--- src/rtl/prog_run_ctrl_if.sv ---
// Bench/PC-side bundle for the run controller: Start/Done handshake, PC hold/load
// controls and run status.
interface prog_run_ctrl_if #(
  parameter int A  = 10,
  parameter int CW = 16
);
  logic          Start;
  logic          Halt;
  logic [A-1:0]  ProgCtr;
  logic          PcHold;
  logic          PcLoadEn;
  logic [A-1:0]  PcLoadVal;
  logic          Done;
  logic          Timeout;
  logic          Fault;
  logic [1:0]    ProgIdx;
  logic [CW-1:0] CycleCount;

  modport slave (
    input  Start, Halt, ProgCtr,
    output PcHold, PcLoadEn, PcLoadVal, Done, Timeout, Fault, ProgIdx, CycleCount
  );

  modport master (
    output Start, Halt, ProgCtr,
    input  PcHold, PcLoadEn, PcLoadVal, Done, Timeout, Fault, ProgIdx, CycleCount
  );
endinterface

--- src/rtl/prog_run_ctrl.sv ---
// Run controller: launches the next program on a Start falling edge, loads the PC
// with its base, lets it run, and freezes it on halt, out-of-range fetch or watchdog.
module prog_run_ctrl #(
  parameter int A           = 10,
  parameter int NUM_PROGS   = 3,
  parameter int PROG_STRIDE = 100,
  parameter int CW          = 16,
  parameter int MAX_CYCLES  = 4096
) (
  input  logic            Clk,
  input  logic            Reset,
  prog_run_ctrl_if.slave  bus
);

  typedef enum logic [2:0] {IDLE, ARMED, LOAD, RUN, DONE} state_e;

  state_e        state_q, state_d;
  logic          start_q;
  logic [1:0]    idx_q, idx_d;
  logic [A-1:0]  base_q, base_d;
  logic [CW-1:0] cyc_q, cyc_d;
  logic          to_q, to_d;
  logic          flt_q, flt_d;

  logic          rise, fall, in_range;
  logic [1:0]    idx_inc;
  logic [A-1:0]  base_inc;
  logic [A:0]    base_hi;

  assign rise = bus.Start & ~start_q;
  assign fall = ~bus.Start & start_q;

  // Program numbers run 1..NUM_PROGS; 0 only exists before the first launch.
  assign idx_inc  = (idx_q >= 2'(NUM_PROGS)) ? 2'd1 : idx_q + 2'd1;
  assign base_inc = A'(32'(idx_inc - 2'd1) * 32'(PROG_STRIDE));

  // One extra bit so base+STRIDE-1 cannot wrap past the top of memory.
  assign base_hi  = {1'b0, base_q} + (A+1)'(PROG_STRIDE - 1);
  assign in_range = (bus.ProgCtr >= base_q) && ({1'b0, bus.ProgCtr} <= base_hi);

  always_ff @(posedge Clk or posedge Reset) begin
    if (Reset) begin
      state_q <= IDLE;
      start_q <= 1'b0;
      idx_q   <= '0;
      base_q  <= '0;
      cyc_q   <= '0;
      to_q    <= 1'b0;
      flt_q   <= 1'b0;
    end else begin
      state_q <= state_d;
      start_q <= bus.Start;
      idx_q   <= idx_d;
      base_q  <= base_d;
      cyc_q   <= cyc_d;
      to_q    <= to_d;
      flt_q   <= flt_d;
    end
  end

  always_comb begin
    state_d = state_q;
    idx_d   = idx_q;
    base_d  = base_q;
    cyc_d   = cyc_q;
    to_d    = to_q;
    flt_d   = flt_q;
    unique case (state_q)
      IDLE, DONE: begin
        if (rise) begin
          state_d = ARMED;
          idx_d   = idx_inc;
          base_d  = base_inc;
          cyc_d   = '0;
          to_d    = 1'b0;
          flt_d   = 1'b0;
        end
      end
      ARMED: if (fall) state_d = LOAD;
      LOAD:  state_d = RUN;
      RUN: begin
        // The exit cycle is itself a RUN cycle, so it is always counted.
        if (cyc_q != '1) cyc_d = cyc_q + CW'(1);
        if (bus.Halt) begin
          state_d = DONE;
        end else if (!in_range) begin
          state_d = DONE;
          flt_d   = 1'b1;
        end else if (cyc_q == CW'(MAX_CYCLES - 1)) begin
          state_d = DONE;
          to_d    = 1'b1;
        end
      end
      default: state_d = IDLE;
    endcase
  end

  assign bus.PcHold     = (state_q != RUN);
  assign bus.PcLoadEn   = (state_q == LOAD);
  assign bus.PcLoadVal  = base_q;
  assign bus.Done       = (state_q == DONE);
  assign bus.Timeout    = to_q;
  assign bus.Fault      = flt_q;
  assign bus.ProgIdx    = idx_q;
  assign bus.CycleCount = cyc_q;

endmodule

--- src/flat_wrapper.sv ---
// flat-port wrapper written by rule: the top's interface ports become plain ports
module prog_run_ctrl_flat 
#(
  parameter int A           = 10,
  parameter int NUM_PROGS   = 3,
  parameter int PROG_STRIDE = 100,
  parameter int CW          = 16,
  parameter int MAX_CYCLES  = 4096
)
  (Clk, Reset, bus_Start, bus_Halt, bus_ProgCtr, bus_PcHold, bus_PcLoadEn, bus_PcLoadVal, bus_Done, bus_Timeout, bus_Fault, bus_ProgIdx, bus_CycleCount);
  prog_run_ctrl_if #(.A(A), .CW(CW)) bus_i ();
  input  logic Clk;
  input  logic Reset;
  input wire logic [$bits(bus_i.Start)-1:0] bus_Start;
  input wire logic [$bits(bus_i.Halt)-1:0] bus_Halt;
  input wire logic [$bits(bus_i.ProgCtr)-1:0] bus_ProgCtr;
  output wire logic [$bits(bus_i.PcHold)-1:0] bus_PcHold;
  output wire logic [$bits(bus_i.PcLoadEn)-1:0] bus_PcLoadEn;
  output wire logic [$bits(bus_i.PcLoadVal)-1:0] bus_PcLoadVal;
  output wire logic [$bits(bus_i.Done)-1:0] bus_Done;
  output wire logic [$bits(bus_i.Timeout)-1:0] bus_Timeout;
  output wire logic [$bits(bus_i.Fault)-1:0] bus_Fault;
  output wire logic [$bits(bus_i.ProgIdx)-1:0] bus_ProgIdx;
  output wire logic [$bits(bus_i.CycleCount)-1:0] bus_CycleCount;
  assign bus_i.Start = bus_Start;
  assign bus_i.Halt = bus_Halt;
  assign bus_i.ProgCtr = bus_ProgCtr;
  assign bus_PcHold = bus_i.PcHold;
  assign bus_PcLoadEn = bus_i.PcLoadEn;
  assign bus_PcLoadVal = bus_i.PcLoadVal;
  assign bus_Done = bus_i.Done;
  assign bus_Timeout = bus_i.Timeout;
  assign bus_Fault = bus_i.Fault;
  assign bus_ProgIdx = bus_i.ProgIdx;
  assign bus_CycleCount = bus_i.CycleCount;
  prog_run_ctrl #(.A(A), .NUM_PROGS(NUM_PROGS), .PROG_STRIDE(PROG_STRIDE), .CW(CW), .MAX_CYCLES(MAX_CYCLES)) u_core (.Clk(Clk), .Reset(Reset), .bus(bus_i));
endmodule
--- config.mk ---
export PLATFORM = sky130hd
export DESIGN_NAME = prog_run_ctrl_flat
export DESIGN_NICKNAME = d
export VERILOG_FILES = /design/src/rtl/prog_run_ctrl_if.sv /design/src/rtl/prog_run_ctrl.sv /design/src/flat_wrapper.sv
export SDC_FILE = /design/constraint.sdc
export NUM_CORES = 1
export LEC_CHECK = 0
export ABC_AREA = 1
export CORE_AREA = 2 2 86 88
export CTS_CLUSTER_DIAMETER = 120
export CTS_CLUSTER_SIZE = 8
export DETAILED_ROUTE_END_ITERATION = 7
export DIE_AREA = 0 0 88 90
export PLACE_DENSITY = 0.59
export SYNTH_ARGS = -nofsm -noshare
export SYNTH_HDL_FRONTEND = slang
export SYNTH_SLANG_ARGS = --single-unit
--- constraint.sdc ---
create_clock -name Clk -period 5.5 [get_ports Clk]
set_input_delay 1.1 -clock Clk [delete_from_list [all_inputs] [get_ports Clk]]
set_output_delay 1.1 -clock Clk [all_outputs]
set_load 0.005 [all_outputs]
---- Yosys cells after proc, flatten, opt, wreduce, memory -nomap -nowiden ----
Index checks and enable logic that the tools add are counted.
Widths: inputs -> output; s select.
storage, ports and cells
  bits in registers ....................... 32
  bits in latches ......................... 0
  RAM bits ................................ 0
  memory bits (read-only) ................. 0
  bits of input ports ..................... 14
  output and inout port bits .............. 33
  logic and storage cells ................. 61
  memories kept ........................... 0
cells by class
  $add $sub $neg .......................... 4
  multipliers ............................. 1
  divide/modulo/power cells ............... 0
  order comparisons ....................... 3
  equality and inequality tests ........... 15
  shifts and indexed selects .............. 0
  multiplexer cells ....................... 18
  bitwise logic cells ..................... 4
  reductions and logical operators ........ 9
operators by type and width
  cell                   count
  $mul 32x5->8 const B   1
  $mux 16                2
  $pmux 16 s2            1
  $add 16x1->16 const B  1
  $eq 16x12->1 const B   1
  $ne 16x16->1 const B   1
  $mux 3                 5
  $pmux 3 s4             1
  $add 10x7->11 const B  1
  $le 10x11->1           1
  $ge 10x10->1           1
  $ne 2x1->1 const B     5
  $eq 3x2->1 const B     2
  $mux 1                 6
  $reduce_and 3->1       2
  $reduce_and 5->1       1
  $ne 2x2->1 const B     2
  $ne 4x4->1 const B     1
  $pmux 1 s2             2
  $reduce_and 4->1       1
  $eq 3x1->1 const B     1
  $eq 3x3->1 const B     1
  $logic_not 3->1        1
  $ne 3x2->1 const B     1
  10 further kinds       12

---- Logic depth before layout (Yosys ltp) ----
  depth in word-level cells ............... 6
  gate-level depth with buffers ........... 14

---- Worst setup path after synthesis ----
No wires, ideal clock.
  path kind ............................... in2reg
  start ................................... input bus_ProgCtr[5]
  end ..................................... register u_core.state_q[2]
  arrival ................................. 2.101 ns
  data required time ...................... 5.383 ns
  slack ................................... 3.282 ns
  stages on the path ...................... 11
  path buffers ............................ 0
  path through ............................ ha_1 > nor2_1 > nand3_1 > nand3_1 > nand2_1 > nand2_1 > nand2_1 > nand3_1 > nand2_1 > nand2_1 > nand2_1
between the ends
  longest elaborated chain between the ends .. 5
RTL lines
  what                                          RTL line             source
  start, declared                               flat_wrapper.sv:16   input wire logic [$bits(bus_i.ProgCtr)-1:0] bus_ProgCtr;
  $le 10x11->1 or $ge 10x10->1 (tied branches)  prog_run_ctrl.sv:39  assign in_range = (bus.ProgCtr >= base_q) && ({1'b0, bus.ProgCtr} <= base_hi);
  $logic_and 1x1->1 *                           prog_run_ctrl.sv:39
  $mux 3                                        prog_run_ctrl.sv:86  end else if (!in_range) begin
  $mux 3                                        prog_run_ctrl.sv:84  if (bus.Halt) begin
  $pmux 3 s4                                    prog_run_ctrl.sv:68  unique case (state_q)
  end signal, assigned                          prog_run_ctrl.sv:51  state_q <= state_d;
  end, declared                                 prog_run_ctrl.sv:17  state_e state_q, state_d;
Every way passes the cells marked *; elsewhere a longest branch is shown, timed or not.
A chain may end at the register's enable or synchronous reset.

---- Final worst setup path ----
  start ................................... register u_core.state_q[0]
  end ..................................... output bus_PcHold
between the ends
  longest elaborated chain between the ends .. 1
RTL lines
  what           RTL line             source
  $ne 3x2->1     prog_run_ctrl.sv:98  assign bus.PcHold = (state_q != RUN);
  end, declared  flat_wrapper.sv:17   output wire logic [$bits(bus_i.PcHold)-1:0] bus_PcHold;
No other way between the ends.

==> impl_metrics.env <==
export IMPL_finalHoldViolCount=0
export IMPL_row_count=31
export IMPL_syn_inst=266
export IMPL_cp_cell_sequence="nand2_1 -> nor2_2 -> inv_1 -> clkdlybuf4s50_1"
export IMPL_die_area_um2=7920
export IMPL_start_util_pct=28.9
export IMPL_yosysTopAreaCellShare_pct=33.3
export IMPL_grt_ovfl_total=0
export IMPL_drive_above_1_share_pct=6.25
export IMPL_synthArstFlopShare_pct=100
export IMPL_place_gp_congestion=0.860
export IMPL_max_cap_violations=0
export IMPL_max_freq_mhz=317
export IMPL_crit_arrival_ns=2.05
export IMPL_syn_area_per_cell_um2=7.63
export IMPL_drt_pass1_iterations=4
export IMPL_p_comb_share_pct=56.2
export IMPL_synth_most_common_cell="nand2_1"
export IMPL_cp_max_fo=12
export IMPL_cts_tree="done"
export IMPL_setup_violations=0
export IMPL_power_leakage_nw=1.13
export IMPL_fill_cells=731
export IMPL_crit_slowest_cell="clkdlybuf4s50_1"
export IMPL_synth_top_cells_by_area="dfrtp_1 (33%), ha_1 (11%), nand2_1 (9.6%), inv_1 (7.0%), nand3_1 (5.2%)"
export IMPL_diodes=0
export IMPL_p_switching_w=0.000446
export IMPL_die_h_um=90
export IMPL_synth_area_um2=2030
export IMPL_drt_total_wl_um=4840
export IMPL_cp_end_kind="output pin"
export IMPL_crit_type="flop to output pin"
export IMPL_relSlewSlack_pct=28.3
export IMPL_ant_nets=0
export IMPL_grt_pass1_wl_um=8070
export IMPL_dpl_worst_slack_ns=2.58
export IMPL_finalWorstSetupSlack_ns=2.35
export IMPL_track_usage_pct=12.7
export IMPL_cts_setup_buffers=0
export IMPL_viasPerCell=4.54
export IMPL_htree_levels=1
export IMPL_cts_root_buf="clkbuf_8"
export IMPL_finalMaxSlewViolations=0
export IMPL_syn_to_final_growth_pct=26.3
export IMPL_dpl_hpwl_um=3780
export IMPL_cp_slowest_stage_delay_ns=0.54
export IMPL_via_count=1828
export IMPL_fin_crit_ns=3.15
export IMPL_final_setup_tns_ns=0
export IMPL_port_buffers=44
export IMPL_finalClockSkew_ns=0.0113
export IMPL_grt_pass1_vias=1755
export IMPL_synth_seq_area_share_pct=33.3
export IMPL_grt_max_degree=28
export IMPL_path_clk_slew_ns=0.11
export IMPL_netSwitchingFraction_pct=43.2
export IMPL_clk_latency_ns=0.28
export IMPL_rsz0062_at_grt="false"
export IMPL_r2r_cells=8
export IMPL_cts_hold_buf=0
export IMPL_ctsResizeCount=0
export IMPL_yosysWarnings=0
export IMPL_clockBufferDepth=2
export IMPL_seqPwrFrac_pct=32.2
export IMPL_first_iter_violations=38
export IMPL_post_route_drc_count=0
export IMPL_antenna_found_initial=0
export IMPL_die_w_um=88
export IMPL_synth_ff_type="dfrtp_1"
export IMPL_ioPinCount=47
export IMPL_fp_coreArea_um2=7020
export IMPL_status="finished clean"
export IMPL_synth_largest_area_cell="dfrtp_1"
export IMPL_period_share_pct=57.3
export IMPL_min_delay_path_depth=2
export IMPL_cp_start_kind="flop"
export IMPL_power_frac_clock_pct=11.6
export IMPL_synthTopCellsByCount="nand2_1 (52), inv_1 (38), dfrtp_1 (27)"
export IMPL_synth_edf_count=0
export IMPL_fin_nets=337
export IMPL_peakVddDrop_mv=0.217
export IMPL_p_per_area_nw_per_um2=403
export IMPL_synth_seq_cells=27
export IMPL_wl_per_cell_um=12.0
export IMPL_cts_sinks=27
export IMPL_crit_required_ns=4.40
export IMPL_hold_path_class="flop to flop"
export IMPL_ys_types=31
export IMPL_cts_buffers=3
export IMPL_tightestPinTransition_ns=1.07
export IMPL_power_internal_w=0.000587
==> metal layers <==
layer  share of wire, %  wire length (um)  GRT usage (%)
met3                5.4               262           2.48
met2                 46              2240           20.5
met5                  0                 0              0
met4               0.79                38           2.31
met1                 48              2300           17.5
==> final timing paths <==
path | startpoint | endpoint | slack [ns]
worst max-delay path | u_core.state_q[0] | bus_PcHold | 2.35
worst min-delay path | u_core.bus.Timeout | u_core.bus.Timeout | 0.53
worst max register to register | u_core.state_q[0] | u_core.bus.CycleCount[5] | 3.28
worst min register to register | u_core.bus.Timeout | u_core.bus.Timeout | 0.53
max in group asynchronous | Reset | u_core.bus.CycleCount[4] | 3.47
min in group asynchronous | Reset | u_core.bus.CycleCount[3] | 1.38
==> through the flow <==
stage	instances	util [%]	total power (W)	area, um^2	hold slack (ns)
after floorplan	267	-	0.000712	2030	0.501
after global placement	399	35.8	0.000912	2520	0.513
after detailed placement	399	35.8	0.000922	2520	0.528
after CTS	403	36.5	0.00104	2560	0.543
after global routing	403	36.5	0.00114	2560	0.564
final	403	36.5	0.00103	2560	0.533
==> layout by cell type, fill, tap and decap left out <==
cell type | Yosys | final
nand2_2 | 2 | 2
xor2_1 | 11 | 11
o21ai_2 | 6 | 6
o31ai_1 | 3 | 3
o21bai_1 | 2 | 2
nand4_1 | 8 | 8
a21oi_1 | 9 | 9
nand3_1 | 21 | 21
o22ai_2 | 3 | 3
inv_2 | 1 | 1
nor2_2 | 1 | 1
conb_1 | 1 | 2
o21ai_0 | 7 | 7
nor4_1 | 1 | 1
nand2_1 | 52 | 52
inv_1 | 38 | 38
xnor2_1 | 1 | 1
dfrtp_1 | 27 | 27
o21a_1 | 1 | 1
a31oi_1 | 1 | 1
clkbuf_8 | 0 | 3
o21ai_1 | 2 | 2
nor2_1 | 26 | 26
ha_1 | 18 | 18
nor3_1 | 9 | 9
clkinvlp_4 | 0 | 1
clkdlybuf4s50_1 | 0 | 44
o32ai_2 | 1 | 1
o211ai_1 | 1 | 1
a21o_1 | 1 | 1
nor2_4 | 1 | 1
==> kinds of logic (layout without fill, tap and decap cells) <==
kind of cell             count (synthesis)  in the layout  share of synthesized area, %
flip-flops                              27             27                          33.3
AO/OA/AOI/OAI                           37             37                          12.9
XOR/XNOR                                12             12                          5.18
AND/OR/NAND/NOR                        121            121                          26.1
other                                    1              2                         0.185
adder cells (fa/ha/maj)                 18             18                          11.1
buffers and inverters                   50             87                          11.3
==> critical path, delay by kind of cell, from the launching register on <==
family	cells	cell delay, ns
simple gates	2	0.48
buf+inv	2	0.90
flops	1	0.39
==> flip-flops by register name, summed over array words and instances, names as in the netlist <==
signal / flops
u_core.start_q: 1
u_core.bus.CycleCount: 16
u_core.bus.Fault: 1
u_core.state_q: 3
u_core.bus.ProgIdx: 1
u_core.bus.Timeout: 1
u_core.bus.PcLoadVal: 4
==> power by group through the flow <==
stage | sequential, W | combinational [W] | clock, W
final | 0.000332 | 0.000581 | 0.000120
after global routing | 0.000343 | 0.000667 | 0.000132
after CTS | 0.000333 | 0.000588 | 0.000123
after detailed placement | 0.000337 | 0.000585 | 0
after global placement | 0.000338 | 0.000574 | 0
after floorplan | 0.000325 | 0.000387 | 0
==> final cells by class <==
class	count	area, um^2	area share (%)
Sequential cell	27	676	26.3
Clock buffer	3	41.3	1.61
Timing Repair Buffer	44	440	17.2
Clock inverter	1	7.51	0.293
Multi-Input combinational cell	190	1130	44.0
Tap cell	99	124	4.83
Inverter	39	146	5.71
No activity file was read; power rests on OpenSTA's default activity.
